--- src/rtl/alu_pkg.sv ---
// ==== alu_pkg - opcodes, FSM state type and default width for the shared ALU (rev 1.0) ====
`default_nettype none

package alu_pkg;

   localparam int ALU_WIDTH = 8;

   localparam logic [2:0] OP_ADD = 3'b000;
   localparam logic [2:0] OP_SUB = 3'b001;
   localparam logic [2:0] OP_AND = 3'b010;
   localparam logic [2:0] OP_OR  = 3'b011;
   localparam logic [2:0] OP_XOR = 3'b100;
   localparam logic [2:0] OP_NOT = 3'b101;

   typedef enum logic [1:0] {
      IDLE = 2'd0,
      EXEC = 2'd1,
      RESP = 2'd2
   } state_t;

endpackage

`default_nettype wire

--- src/rtl/alu_core.sv ---
// ==== alu_core - combinational ALU datapath: add/sub/and/or/xor/not (rev 1.0) ====
`default_nettype none

module alu_core
   import alu_pkg::*;
#(
   parameter int WIDTH = ALU_WIDTH
) (
   input  logic [2:0]       op,
   input  logic [WIDTH-1:0] a,
   input  logic [WIDTH-1:0] b,
   output logic [WIDTH-1:0] result,
   output logic             carry
);

   logic [WIDTH:0] sum;
   logic [WIDTH:0] diff;

   // The extra top bit of the widened subtract is the unsigned borrow.
   assign sum  = {1'b0, a} + {1'b0, b};
   assign diff = {1'b0, a} - {1'b0, b};

   always_comb begin
      result = '0;
      carry  = 1'b0;
      case (op)
         OP_ADD: begin
            result = sum[WIDTH-1:0];
            carry  = sum[WIDTH];
         end
         OP_SUB: begin
            result = diff[WIDTH-1:0];
            carry  = diff[WIDTH];
         end
         OP_AND:  result = a & b;
         OP_OR:   result = a | b;
         OP_XOR:  result = a ^ b;
         OP_NOT:  result = ~a;
         default: result = '0;
      endcase
   end

endmodule

`default_nettype wire

--- src/rtl/alu_arbiter.sv ---
// ==== alu_arbiter - two-requester round-robin arbiter and sequencer for the shared ALU (rev 1.0) ====
`default_nettype none

module alu_arbiter
   import alu_pkg::*;
#(
   parameter int WIDTH = ALU_WIDTH
) (
   input  logic             clk,
   input  logic             rst,
   input  logic             req_valid_0,
   input  logic             req_valid_1,
   output logic             req_ready_0,
   output logic             req_ready_1,
   input  logic [2:0]       req_op_0,
   input  logic [2:0]       req_op_1,
   input  logic [WIDTH-1:0] req_a_0,
   input  logic [WIDTH-1:0] req_a_1,
   input  logic [WIDTH-1:0] req_b_0,
   input  logic [WIDTH-1:0] req_b_1,
   output logic             rsp_valid_0,
   output logic             rsp_valid_1,
   input  logic             rsp_ready_0,
   input  logic             rsp_ready_1,
   output logic [WIDTH-1:0] rsp_result,
   output logic             rsp_carry,
   output logic             busy,
   output logic             grant_id
);

   state_t           state;
   logic             ptr;
   logic [2:0]       op_lat;
   logic [WIDTH-1:0] a_lat;
   logic [WIDTH-1:0] b_lat;
   logic             any_valid;
   logic             win;
   logic             owner_ready;
   logic [WIDTH-1:0] alu_result;
   logic             alu_carry;

   // A lone requester wins outright; the pointer only breaks ties.
   assign any_valid   = req_valid_0 | req_valid_1;
   assign win         = (req_valid_0 & req_valid_1) ? ptr : req_valid_1;
   assign req_ready_0 = (state == IDLE) & any_valid & ~win;
   assign req_ready_1 = (state == IDLE) & any_valid & win;
   assign owner_ready = grant_id ? rsp_ready_1 : rsp_ready_0;

   alu_core #(
      .WIDTH (WIDTH)
   ) u_alu_core (
      .op     (op_lat),
      .a      (a_lat),
      .b      (b_lat),
      .result (alu_result),
      .carry  (alu_carry)
   );

   always_ff @(posedge clk) begin
      if (rst) begin
         state       <= IDLE;
         ptr         <= 1'b0;
         op_lat      <= '0;
         a_lat       <= '0;
         b_lat       <= '0;
         grant_id    <= 1'b0;
         busy        <= 1'b0;
         rsp_valid_0 <= 1'b0;
         rsp_valid_1 <= 1'b0;
         rsp_result  <= '0;
         rsp_carry   <= 1'b0;
      end else begin
         case (state)
            IDLE: begin
               if (any_valid) begin
                  grant_id <= win;
                  op_lat   <= win ? req_op_1 : req_op_0;
                  a_lat    <= win ? req_a_1  : req_a_0;
                  b_lat    <= win ? req_b_1  : req_b_0;
                  busy     <= 1'b1;
                  state    <= EXEC;
               end
            end
            EXEC: begin
               rsp_result  <= alu_result;
               rsp_carry   <= alu_carry;
               rsp_valid_0 <= ~grant_id;
               rsp_valid_1 <= grant_id;
               state       <= RESP;
            end
            RESP: begin
               if (owner_ready) begin
                  ptr         <= ~grant_id;
                  rsp_valid_0 <= 1'b0;
                  rsp_valid_1 <= 1'b0;
                  busy        <= 1'b0;
                  state       <= IDLE;
               end
            end
            default: begin
               state <= IDLE;
            end
         endcase
      end
   end

endmodule

`default_nettype wire

--- config.mk ---
export PLATFORM = sky130hd
export DESIGN_NAME = alu_arbiter
export DESIGN_NICKNAME = d
export VERILOG_FILES = /design/src/rtl/alu_pkg.sv /design/src/rtl/alu_core.sv /design/src/rtl/alu_arbiter.sv
export SDC_FILE = /design/constraint.sdc
export NUM_CORES = 1
export LEC_CHECK = 0
export CAP_MARGIN = 15
export CELL_PAD_IN_SITES_DETAIL_PLACEMENT = 2
export CELL_PAD_IN_SITES_GLOBAL_PLACEMENT = 2
export CORE_UTILIZATION = 30
export DETAILED_ROUTE_END_ITERATION = 6
export PLACE_DENSITY_LB_ADDON = 0.1
export SLEW_MARGIN = 40
export SYNTH_ARGS = -nofsm -noshare
export SYNTH_HDL_FRONTEND = slang
export SYNTH_HIERARCHICAL = 1
export SYNTH_SLANG_ARGS = --single-unit
--- constraint.sdc ---
create_clock -name clk -period 2.4 [get_ports clk]
set_input_delay 0.36 -clock clk [delete_from_list [all_inputs] [get_ports clk]]
set_output_delay 0.36 -clock clk [all_outputs]
set_load 0.05 [all_outputs]
# Word level (Yosys, flattened, before mapping)
# Cells that the tools add are included.
[word_totals] reg_bits=35 inputBits=44 out_inout_bits=15 wordCells=57
[op_classes] add_sub_neg=2 n_eq_ne=9 n_mux=15 n_bitwise=11 n_reduce_logical=9
[ops] op="$pmux W8 S6" count=1
[ops] op="$mux W8" count=2
[ops] op="$add A8 B8 Y9" count=1
[ops] op="$sub A8 B8 Y9" count=1
[ops] op="$and A8 B8 Y8" count=1
[ops] op="$not A8 Y8" count=1
[ops] op="$or A8 B8 Y8" count=1
[ops] op="$pmux W1 S2" count=4
[ops] op="$reduce_and A2 Y1" count=4
[ops] op="$xor A8 B8 Y8" count=1
[ops] op="$eq A3 B2 Y1 const B" count=2
[ops] op="$eq A3 B3 Y1 const B" count=2
[ops] op="$pmux W2 S3" count=1
[ops] op="$and A1 B1 Y1" count=4
[ops] op="$mux W1" count=4
[ops] op="$mux W2" count=2
[ops] op="$ne A2 B2 Y1 const B" count=2
[ops] op="$reduce_bool A2 Y1" count=2
[ops] op="$eq A3 B1 Y1 const B" count=1
[ops] op="$logic_not A3 Y1" count=1
[ops] op="$mux W3" count=1
[ops] op="$reduce_and A3 Y1" count=1
[ops] op="$eq A2 B1 Y1 const B" count=1
[ops] op="$eq A2 B2 Y1 const B" count=1
[ops] op="3 further kinds" count=4

# Longest topological paths before layout
[logic_depth] depth_word=4 depth_mapped=10 depth_no_buf=10

# By module
# The synthesis kept the hierarchy.
[by_module_without_submodules] module="alu_arbiter" instances=1 cells_each=192 area_per_inst_um2=1592.8 seq_area_each_um2=700.7
[by_module_without_submodules] module="alu_core" instances=1 cells_each=170 area_per_inst_um2=1224.9 seq_area_each_um2=0.0

# Worst setup path before layout
# Ideal clock, no wire load.
[synth_path] kind="register -> register" startpoint="register a_lat[0]" endpoint="register rsp_carry" setup_time_ps=132 arrival_time_ps=1940 required_ps=2268 setup_slack_ps=328 stages_incl_launch_ff=11 n_path_buf=0 period_less_slack_ps=2072 cell_sequence="dfxtp_1 -> inv_1 -> ha_1 -> fa_1 -> o21bai_1 -> a211oi_1 -> o21bai_1 -> a2111oi_2 -> a311o_1 -> nand2_1 -> a21oi_1"
[synth_between] elab_chain_len=2 elab_cells_between_ends=3 cone_classes="add/sub: 2; mux: 1"
[synth_rtl] element="from (decl)" line="alu_arbiter.sv:34" source="logic [WIDTH-1:0] a_lat;"
[synth_rtl] element="from (signal assigned)" line="alu_arbiter.sv:78" source="a_lat <= win ? req_a_1 : req_a_0;"
[synth_rtl] element="$sub A8 B8 Y9 or $add A8 B8 Y9 (tied branches)" line="alu_core.sv:21, alu_core.sv:20"
[synth_rtl] element="$pmux W1 S2 (*)" line="alu_core.sv:26" source="case (op)"
[synth_rtl] element="named net alu_carry" line="alu_arbiter.sv:40" source="logic alu_carry;"
[synth_rtl] element="to (signal assigned)" line="alu_arbiter.sv:86" source="rsp_carry <= alu_carry;"
[synth_rtl] element="to (decl)" line="alu_arbiter.sv:26" source="output logic rsp_carry,"
# Mark *: on every way through the listed nets, which the timed path passes. The rest lies on a longest branch.
# A chain may end at the register's enable or synchronous reset.

# Worst setup path in the final report
[layout_path] startpoint="register b_lat[0]" endpoint="register rsp_carry"
[layout_between] elab_chain_len=2 elab_cells_between_ends=3 cone_classes="add/sub: 2; mux: 1"
[layout_rtl] element="from (decl)" line="alu_arbiter.sv:35" source="logic [WIDTH-1:0] b_lat;"
[layout_rtl] element="from (signal assigned)" line="alu_arbiter.sv:79" source="b_lat <= win ? req_b_1 : req_b_0;"
[layout_rtl] element="$sub A8 B8 Y9 or $add A8 B8 Y9 (tied branches)" line="alu_core.sv:21, alu_core.sv:20"
[layout_rtl] element="$pmux W1 S2 (*)" line="alu_core.sv:26"
[layout_rtl] element="named net alu_carry" line="alu_arbiter.sv:40"
# Marks and branches as above.

==> run summary <==
synthesized cell area: 0.002818 sq mm
Leakage Power: 1.389 nW
Hold Path Class: reg -> reg
CTS buffer count: 5
clk buf depth: 2
Post-DP Area: 0.003557 sq mm
Tot GR Track Use: 21.49%
Synth top area share: 24.87%
Worst EP required: 2.59 ns
layout cells sized above 1: 13.03%
Detailed Place HPWL: 7.777 mm
# Post-CTS Setup Buffers: 0
synthesis-to-finish area growth: 30.68%
drt pass-1 iters: 4
Hold-fix buffers, CTS: 0
Post-route DRC: 0
Root Driver: clkbuf_8
# port buffers: 58
row cnt: 34
Antenna Cells: 0
design area: 0.003682 sq mm
CORE AREA: 0.008891 sq mm
Netlist cell types: 57
R2R Path Start: b_lat[0]
EDFF count, synth: 0
placed cells: 522
Vias: 2969
Worst VDD drop: 0.2055 mV
unrepaired setup endpoints after global routing: no
grt ovf: 0
fraction of registers with async set/reset: 0%
prevailing post-synth register cell: dfxtp_1
DR iter-0 viols: 101
Mean Syn Cell Area: 7.784 sq um
Total Wirelength: 9.942 mm
largest net degree at the start of global routing: 23
fmax: 0.4403 GHz
worst setup path start: b_lat[0]
min-delay src: rsp_result[6]
# IOs: 59
initial antenna violation count: 0
Critical path destination: rsp_carry
worst endpoint data arrival time: 2.46 ns
Post-synth top cells: 35 x dfxtp_1, 27 x nand2_1, 26 x ha_1
Slew Limit Headroom: 49.75%
post-synth top area cell: dfxtp_1
most common cell in the netlist: dfxtp_1
Synth area leaders: dfxtp_1 25%, ha_1 12%, a31oi_1 5.1%
Die Footprint: 0.009784 sq mm
worst clock skew: 0.01374 ns
final hold violation count: 0
Clock Latency Late Sink: 0.30 ns
vias in the first global route: 3295
R2R setup slack: 0.13 ns
CTS tree: done
Clock transition at path regs: 0.07 ns
clk sinks: 35
Max Fanout on Critical Path: 4
Mapped Nets: 434
Synth warnings: 6
Die H: 98.92 um
cell area power density: 572.9 mW/mm^2
r2r worst-path depth: 8
outcome: complete, no violations
Initial Util: 31.69%
min cycle time layout: 2.271 ns
Crit Path Category: reg -> reg
final setup fails: 0
startpoint types: flop
WL per Instance: 18.76 um
setup TNS: 0 ns
die width: 98.92 um
fin crit share: 94.63%
htree depth: 2
max-slew violation count: 0
Worst Tran Pin Value: 0.7530 ns
GP Congestion: 0.8284
register bit count reported by yosys: 35
Gate Count Post-Synth: 362
post-route ant nets: 0
max_cap viols: 0
average vias per placed instance: 5.602
worst r2r dst: rsp_carry
first-pass GRT wire length: 16.70 mm
Final Non-Filler Cells: 530
type of element capturing the critical path: flop
Hold WS: 0.4555 ns
Util after Layout: 41.42%
register area share after synthesis: 24.87%
layout net count: 493
## state kept, by name, indices dropped and copies added, names as in the netlist
name,flops
state,2
op_lat,3
rsp_valid_1,1
b_lat,8
ptr,1
busy,1
grant_id,1
a_lat,8
rsp_carry,1
rsp_valid_0,1
rsp_result,8
## report_power, final
| part | internal [mW] | total, mW | switching (mW) |
|---|---|---|---|
| registers | 0.639 | 0.708 | 0.0686 |
| clock network | 0.203 | 0.435 | 0.232 |
| logic | 0.407 | 0.966 | 0.559 |
| total | 1.25 | 2.11 | 0.860 |
## worst min-delay path by stage
stage                          endpoint  slack, ns  cells after the start
after floorplan               op_lat[2]       0.47                      2
after global placement    rsp_result[5]       0.45                      2
after detailed placement  rsp_result[4]       0.45                      2
after CTS                 rsp_result[6]       0.47                      2
after global routing          rsp_carry       0.49                      2
final                     rsp_result[6]       0.46                      2
## cell families (layout without fill, tap and decap cells)
family	after synthesis	in the layout	share of synthesized area (%)
and+or+nand+nor	115	115	20.78
DFF	35	35	24.87
AOI/OAI and AO/OA	121	121	28.91
muxes	4	4	1.598
xor gates and xnor gates	3	3	0.9327
buffers and inverters	56	116	9.946
adders and majority gates	28	28	12.97
## repair_timing
action / 4_1_cts / 5_1_grt
hold endpoints to repair: 0 / 0
resized for setup: 0 / 10
endpoints found under the setup margin: 0 / 5
## per-stage QoR
step                total power, mW  setup WS, ns
detailed placement            1.664       0.06054
finish                        2.109        0.1289
global placement              1.635       0.09224
CTS                           2.115       0.05167
global route                  2.260       0.02003
floorplan                     1.327        0.3282
## per-layer routing
layer	wire length (um)	vias up	track usage [%]
li1	-	1436	-
met1	4880	1469	29.37
met2	4699	53	36.04
met3	246	11	2.411
met4	116	0	5.281
met5	0	-	0
## worst max-delay path, cell delays in order (launching register included)
cell and delay (ns):
dfxtp_1 0.36, ha_1 0.26, fa_1 0.43, a21o_1 0.22, a221oi_4 0.33, nor2_1 0.09, a311o_1 0.35, nand2_1 0.06
a21oi_1 0.05
## cells in the final DEF (no fill, tap or decap), types with 9 or more instances in the layout
cell,instances
o21ai_1,9
buf_4,25
nand3_1,20
nor2_1,19
a31oi_1,23
dfxtp_1,32
inv_1,24
ha_1,25
o21ai_0,23
nand4_1,19
clkdlybuf4s50_1,56
a21oi_1,22
nand2_1,27
## area by class of cell
type / instances / area, sq um
fillers: 1009 / 5209
multi-input cells: 271 / 1876
repair buffers: 83 / 788.3
flip-flops and latches: 35 / 704.4
well taps: 108 / 135.1
inverters: 25 / 93.84
clock buffers: 6 / 72.57
clock inverters: 2 / 12.51
Power figures use the tool's default switching activity.
